File: config.mk
export PLATFORM = sky130hd
export DESIGN_NAME = freq_meas_ctrl
export DESIGN_NICKNAME = d
export VERILOG_FILES = /design/src/rtl/freq_meas_pkg.sv /design/src/rtl/us_timer.sv /design/src/rtl/freq_meas_ctrl.sv
export SDC_FILE = /design/constraint.sdc
export NUM_CORES = 1
export LEC_CHECK = 0
export BUFFER_PORTS_ARGS = -buffer_cell sky130_fd_sc_hd__buf_2
export CAP_MARGIN = 20
export CORE_UTILIZATION = 50
export DETAILED_ROUTE_END_ITERATION = 8
export PLACE_DENSITY_LB_ADDON = 0.15
export SYNTH_ARGS = -nofsm -noshare
export SYNTH_HDL_FRONTEND = slang
export SYNTH_SLANG_ARGS = --single-unit
File: constraint.sdc
create_clock -name clk -period 2.4 [get_ports clk]
set_input_delay 0.48 -clock clk [delete_from_list [all_inputs] [get_ports clk]]
set_output_delay 0.48 -clock clk [all_outputs]
set_load 0.01 [all_outputs]
File: src/rtl/freq_meas_pkg.sv
// Shared types and constants for the low-frequency measurement sequencer.
package freq_meas_pkg;

    // Sequencer states
    typedef enum logic [2:0] {
        IDLE     = 3'd0,
        PRD_ARM  = 3'd1,
        PRD_WAIT = 3'd2,
        DIV_ARM  = 3'd3,
        DIV_WAIT = 3'd4,
        ERR      = 3'd5,
        DONE     = 3'd6
    } state_t;

    // Result status codes
    localparam logic [1:0] ERR_NONE    = 2'd0;
    localparam logic [1:0] ERR_TIMEOUT = 2'd1;
    localparam logic [1:0] ERR_ZERO    = 2'd2;

    // Datapath widths
    localparam int PRD_W  = 10;
    localparam int FREQ_W = 20;

    // Microseconds per second: numerator of freq_hz = 1e6 / period_us
    localparam logic [FREQ_W-1:0] DIVIDEND = 20'd1_000_000;

endpackage

File: src/rtl/us_timer.sv
// Microsecond timer: a prescaler divides clk down to 1 us ticks and a
// saturating counter accumulates elapsed microseconds while enabled.
module us_timer #(
    parameter int CLK_US_COUNT = 100,
    parameter int MAX_US       = 1100,
    parameter int PRE_W        = (CLK_US_COUNT > 1) ? $clog2(CLK_US_COUNT) : 1,
    parameter int US_W         = $clog2(MAX_US + 1)
) (
    input  logic            clk,
    input  logic            reset,
    input  logic            clr,
    input  logic            en,
    output logic [US_W-1:0] us_count,
    output logic            tick
);

    localparam logic [PRE_W-1:0] PRE_LAST = PRE_W'(CLK_US_COUNT - 1);
    localparam logic [US_W-1:0]  US_SAT   = US_W'(MAX_US);

    logic [PRE_W-1:0] pre;

    assign tick = en && (pre == PRE_LAST);

    // Prescaler: counts clk cycles within the current microsecond
    always_ff @(posedge clk or posedge reset) begin
        if (reset) begin
            pre <= '0;
        end else if (clr) begin
            pre <= '0;
        end else if (en) begin
            pre <= tick ? '0 : pre + 1'b1;
        end
    end

    // Microsecond counter: advances on each prescaler wrap, holds at MAX_US
    always_ff @(posedge clk or posedge reset) begin
        if (reset) begin
            us_count <= '0;
        end else if (clr) begin
            us_count <= '0;
        end else if (tick && (us_count != US_SAT)) begin
            us_count <= us_count + 1'b1;
        end
    end

endmodule

File: src/rtl/freq_meas_ctrl.sv
// Low-frequency measurement sequencer: runs the period counter, guards it
// with a microsecond timeout, then runs the shared divider to turn the
// period into a frequency and publishes it with a one-cycle done tick.
module freq_meas_ctrl
    import freq_meas_pkg::*;
#(
    parameter int                CLK_US_COUNT = 100,
    parameter int                TIMEOUT_US   = 1100,
    parameter logic [FREQ_W-1:0] DIVIDEND     = freq_meas_pkg::DIVIDEND
) (
    input  logic              clk,
    input  logic              reset,
    input  logic              start,
    input  logic              cont,
    output logic              prd_start,
    output logic              prd_clr,
    input  logic              prd_ready,
    input  logic              prd_done_tick,
    input  logic [PRD_W-1:0]  prd,
    output logic              div_start,
    output logic [FREQ_W-1:0] div_dvnd,
    output logic [FREQ_W-1:0] div_dvsr,
    input  logic              div_ready,
    input  logic              div_done_tick,
    input  logic [FREQ_W-1:0] div_quo,
    output logic              busy,
    output logic              done_tick,
    output logic [FREQ_W-1:0] freq,
    output logic [1:0]        err
);

    localparam int              US_W     = $clog2(TIMEOUT_US + 1);
    localparam logic [US_W-1:0] US_TO_M1 = US_W'(TIMEOUT_US - 1);

    state_t           state;
    logic [PRD_W-1:0] prd_reg;
    logic [US_W-1:0]  us_count;
    logic             us_tick;
    logic             tmr_clr;
    logic             tmr_en;
    logic             to_hit;

    // The timer is zeroed while arming, so counting starts with prd_start
    assign tmr_clr = (state == PRD_ARM);
    assign tmr_en  = (state == PRD_WAIT);

    us_timer #(
        .CLK_US_COUNT (CLK_US_COUNT),
        .MAX_US       (TIMEOUT_US),
        .US_W         (US_W)
    ) u_us_timer (
        .clk      (clk),
        .reset    (reset),
        .clr      (tmr_clr),
        .en       (tmr_en),
        .us_count (us_count),
        .tick     (us_tick)
    );

    // Timeout flag: set on the tick that carries the timer onto TIMEOUT_US,
    // so the FSM tests a single flop instead of a wide compare
    always_ff @(posedge clk or posedge reset) begin
        if (reset) begin
            to_hit <= 1'b0;
        end else if (tmr_clr) begin
            to_hit <= 1'b0;
        end else if (us_tick && (us_count == US_TO_M1)) begin
            to_hit <= 1'b1;
        end
    end

    // Sequencer FSM with registered start/clear pulses and result registers
    always_ff @(posedge clk or posedge reset) begin
        if (reset) begin
            state     <= IDLE;
            prd_reg   <= '0;
            freq      <= '0;
            err       <= ERR_NONE;
            prd_start <= 1'b0;
            prd_clr   <= 1'b0;
            div_start <= 1'b0;
        end else begin
            prd_start <= 1'b0;
            prd_clr   <= 1'b0;
            div_start <= 1'b0;
            case (state)
                IDLE: begin
                    if (start) state <= PRD_ARM;
                end
                PRD_ARM: begin
                    if (prd_ready) begin
                        prd_start <= 1'b1;
                        state     <= PRD_WAIT;
                    end
                end
                PRD_WAIT: begin
                    // A result arriving in the timeout cycle is still accepted
                    if (prd_done_tick) begin
                        prd_reg <= prd;
                        if (prd == '0) begin
                            err   <= ERR_ZERO;
                            state <= ERR;
                        end else begin
                            state <= DIV_ARM;
                        end
                    end else if (to_hit) begin
                        prd_clr <= 1'b1;
                        err     <= ERR_TIMEOUT;
                        state   <= ERR;
                    end
                end
                DIV_ARM: begin
                    if (div_ready) begin
                        div_start <= 1'b1;
                        state     <= DIV_WAIT;
                    end
                end
                DIV_WAIT: begin
                    if (div_done_tick) begin
                        freq  <= div_quo;
                        err   <= ERR_NONE;
                        state <= DONE;
                    end
                end
                ERR: begin
                    state <= DONE;
                end
                DONE: begin
                    state <= cont ? PRD_ARM : IDLE;
                end
                default: begin
                    state <= IDLE;
                end
            endcase
        end
    end

    assign busy      = (state != IDLE);
    assign done_tick = (state == DONE);
    assign div_dvnd  = DIVIDEND;
    assign div_dvsr  = {{(FREQ_W - PRD_W){1'b0}}, prd_reg};

endmodule

==> results.cfg <==
[logic_synthesis]
synth_cell_types = 48
synth_top_area_cell = dfrtp_1
synth_area_leaders = dfrtp_1 (49%), mux2_2 (13%), buf_4 (8.0%), a21oi_1 (2.4%), or4_1 (2.1%)
yosys-top-cells-count = dfrtp_1 (57), mux2_2 (33), buf_4 (31), nand2_1 (15), a21oi_1 (14)
avgSynthCellArea_um2 = 11.3
ys_seq_area_share_pct = 49.0
ys_warn_count = 0
synth_edf_count = 0
async_reset_ff_share_pct = 100
synth_top_area_share_pct = 49.0
syn_area_um2 = 2910
syn_inst = 257
ys_dominant_reg_cell = dfrtp_1
synth_seq_cells = 57
synth_most_common_cell = dfrtp_1

[detailed_routing]
drc = 0
wirelength_um = 5600
vias_per_cell = 5.19
wl_per_cell_um = 13.5
drtPass1Iterations = 4
first_iter_violations = 61
antenna_left = 0
vias = 2147

[clock_tree]
cts.sink_count = 57
clockBufferDepth = 2
cts_tree = done
clk_latency_ns = 0.33
cts.clk_slew.worst_paths_ns = 0.07
postCtsSetupRepairBufs = 0
numCtsBuffers = 9
htreeDepth = 3
cts-root-buf = clkbuf_8
ctsResizeCount = 0
postCtsHoldBufs = 0

[sta]
hold_viol_final = 0
period_share_pct = 81.9
finClkSkew_ns = 0.00621
timing.fmax_ghz = 0.509
rsz0062_at_grt = false
fin_setup_tns_ns = 0
period_needed_ns = 1.97
drv_slew = 0
worst_pin_slew_ns = 0.579
setup_violations = 0
maxSlewHeadroom_pct = 61.3

[finish]
fillers = 481
largest_reg_flops = 20
diodes = 0
final_area_um2 = 3500
drive_above_1_share_pct = 40.1
final_nets = 378
syn_to_final_growth_pct = 20.5

[global_route]
grt.total_usage_pct = 19.5
antenna_found_initial = 0
grt_remaining_overflow = 0
grt_max_degree = 34
grt_pass1_wl_um = 9110
grt_pass1_vias = 1998

[place]
place_area_um2 = 3260
portBuffers = 74
hpwl_um = 3970
place_congestion = 0.791

[floorplan]
num_rows = 27
initial_core_util_pct = 52.5
die_h_um = 78.3
die_width_um = 78.3
io_pins = 105
dieArea_um2 = 6130
core-area_um2 = 5540

[worst_hold_path]
min-delay-path-class = in -> async

[power]
p_leak_uw = 0.00169
ir_drop_mv = 0.678
power_density_nw_per_um2 = 1110

[flow_run]
drv_cap = 0

[worst_setup_path]
worst_setup_path_start_kind = flop
worstPathRequired_ns = 2.66
worstPathMaxFanout = 8
worst_ep_arrival_time_ns = 2.22
cp-end-kind = flop
critPathKind = reg -> reg

[outcome]
status = finished clean
final cells by class:
| cell class | instances | area [um2] | share of cell area, % |
|---|---|---|---|
| Sequential cell | 57 | 1430 | 40.7 |
| Multi-Input combinational cell | 179 | 1280 | 36.5 |
| Timing Repair Buffer | 80 | 428 | 12.2 |
| Clock buffer | 11 | 141 | 4.03 |
| Clock inverter | 5 | 103 | 2.93 |
| Tap cell | 72 | 90.1 | 2.57 |
| Inverter | 10 | 37.5 | 1.07 |
path summary, 6_finish.rpt:
check / from / end / slack [ns] / cells past startpoint
hold reg to reg: prd_reg[0]$_DFFE_PP0P_ / prd_reg[0]$_DFFE_PP0P_ / 0.50 / 1
min in group clk: prd_ready / prd_start$_DFF_PP0_ / 0.36 / 2
max in group asynchronous: reset / u_us_timer.us_count[8]$_DFFE_PP0P_ / 1.62 / 3
hold / removal: reset / prd_reg[5]$_DFFE_PP0P_ / 0.20 / 2
setup reg to reg: state[1]$_DFFE_PP0P_ / u_us_timer.us_count[9]$_DFFE_PP0P_ / 0.43 / 5
setup / recovery: state[1]$_DFFE_PP0P_ / u_us_timer.us_count[9]$_DFFE_PP0P_ / 0.43 / 5
power breakdown:
group	internal, uW	leakage [uW]	total [uW]	switching, uW
clock	716	0.000120	1100	386
combinational	644	0.000844	1320	675
sequential	1280	0.000730	1470	187
through the flow:
step	power [uW]	hold WS, ns	std cells	setup WS [ns]	utilization [%]
floorplan	2350	0.478	285	0.520	-
global placement	2780	0.485	398	0.417	58.9
CTS	3930	0.210	414	0.441	63.3
finish	3890	0.201	414	0.434	63.3
global route	4100	0.247	414	0.225	63.3
detailed placement	2810	0.490	398	0.392	58.9
routing by layer:
layer  GRT usage [%]  vias to the layer above  share of wire (%)
met1            24.8                     1051                 44
met3            6.98                        8                7.2
met2            29.9                       67                 47
met4            8.89                        0                1.5
met5               0                        -                  0
li1                -                     1021                  -
cells by family (layout without fill, tap and decap cells):
kind of cell	count (synthesis)	after routing	share of synthesized area [%]
AND/OR/NAND/NOR	70	70	15.6
flip-flops	57	57	49.0
buffers and inverters	49	106	10.8
AO/OA/AOI/OAI	40	40	9.29
multiplexers	35	35	13.5
adder cells (fa/ha/maj)	3	3	1.29
other	2	30	0.258
XOR/XNOR	1	1	0.301
critical path, stage by stage, from the launching register on:
cell and delay [ns]:
dfrtp_1 0.47, nor3b_4 0.32, buf_4 0.21, nand4_2 0.22, or4_1 0.52, a21oi_1 0.15
placed cells by master, fill, tap and decap left out, types with 2 or more instances in the layout:
cell type / count
ha_1: 3
nor2_1: 9
nand2_1: 15
nand2b_1: 4
nand3_1: 7
o31ai_1: 7
o21ai_0: 7
clkbuf_8: 10
and2_1: 3
and3_1: 2
and4_1: 2
o22ai_1: 2
buf_4: 5
or4_1: 8
mux2_2: 33
nor3b_1: 2
conb_1: 30
dfrtp_1: 57
bufinv_16: 3
inv_1: 9
mux2i_1: 2
a21oi_1: 14
or3_1: 2
nand3b_1: 2
nor3_1: 2
buf_2: 74
No activity file was read; power rests on OpenSTA's default activity.
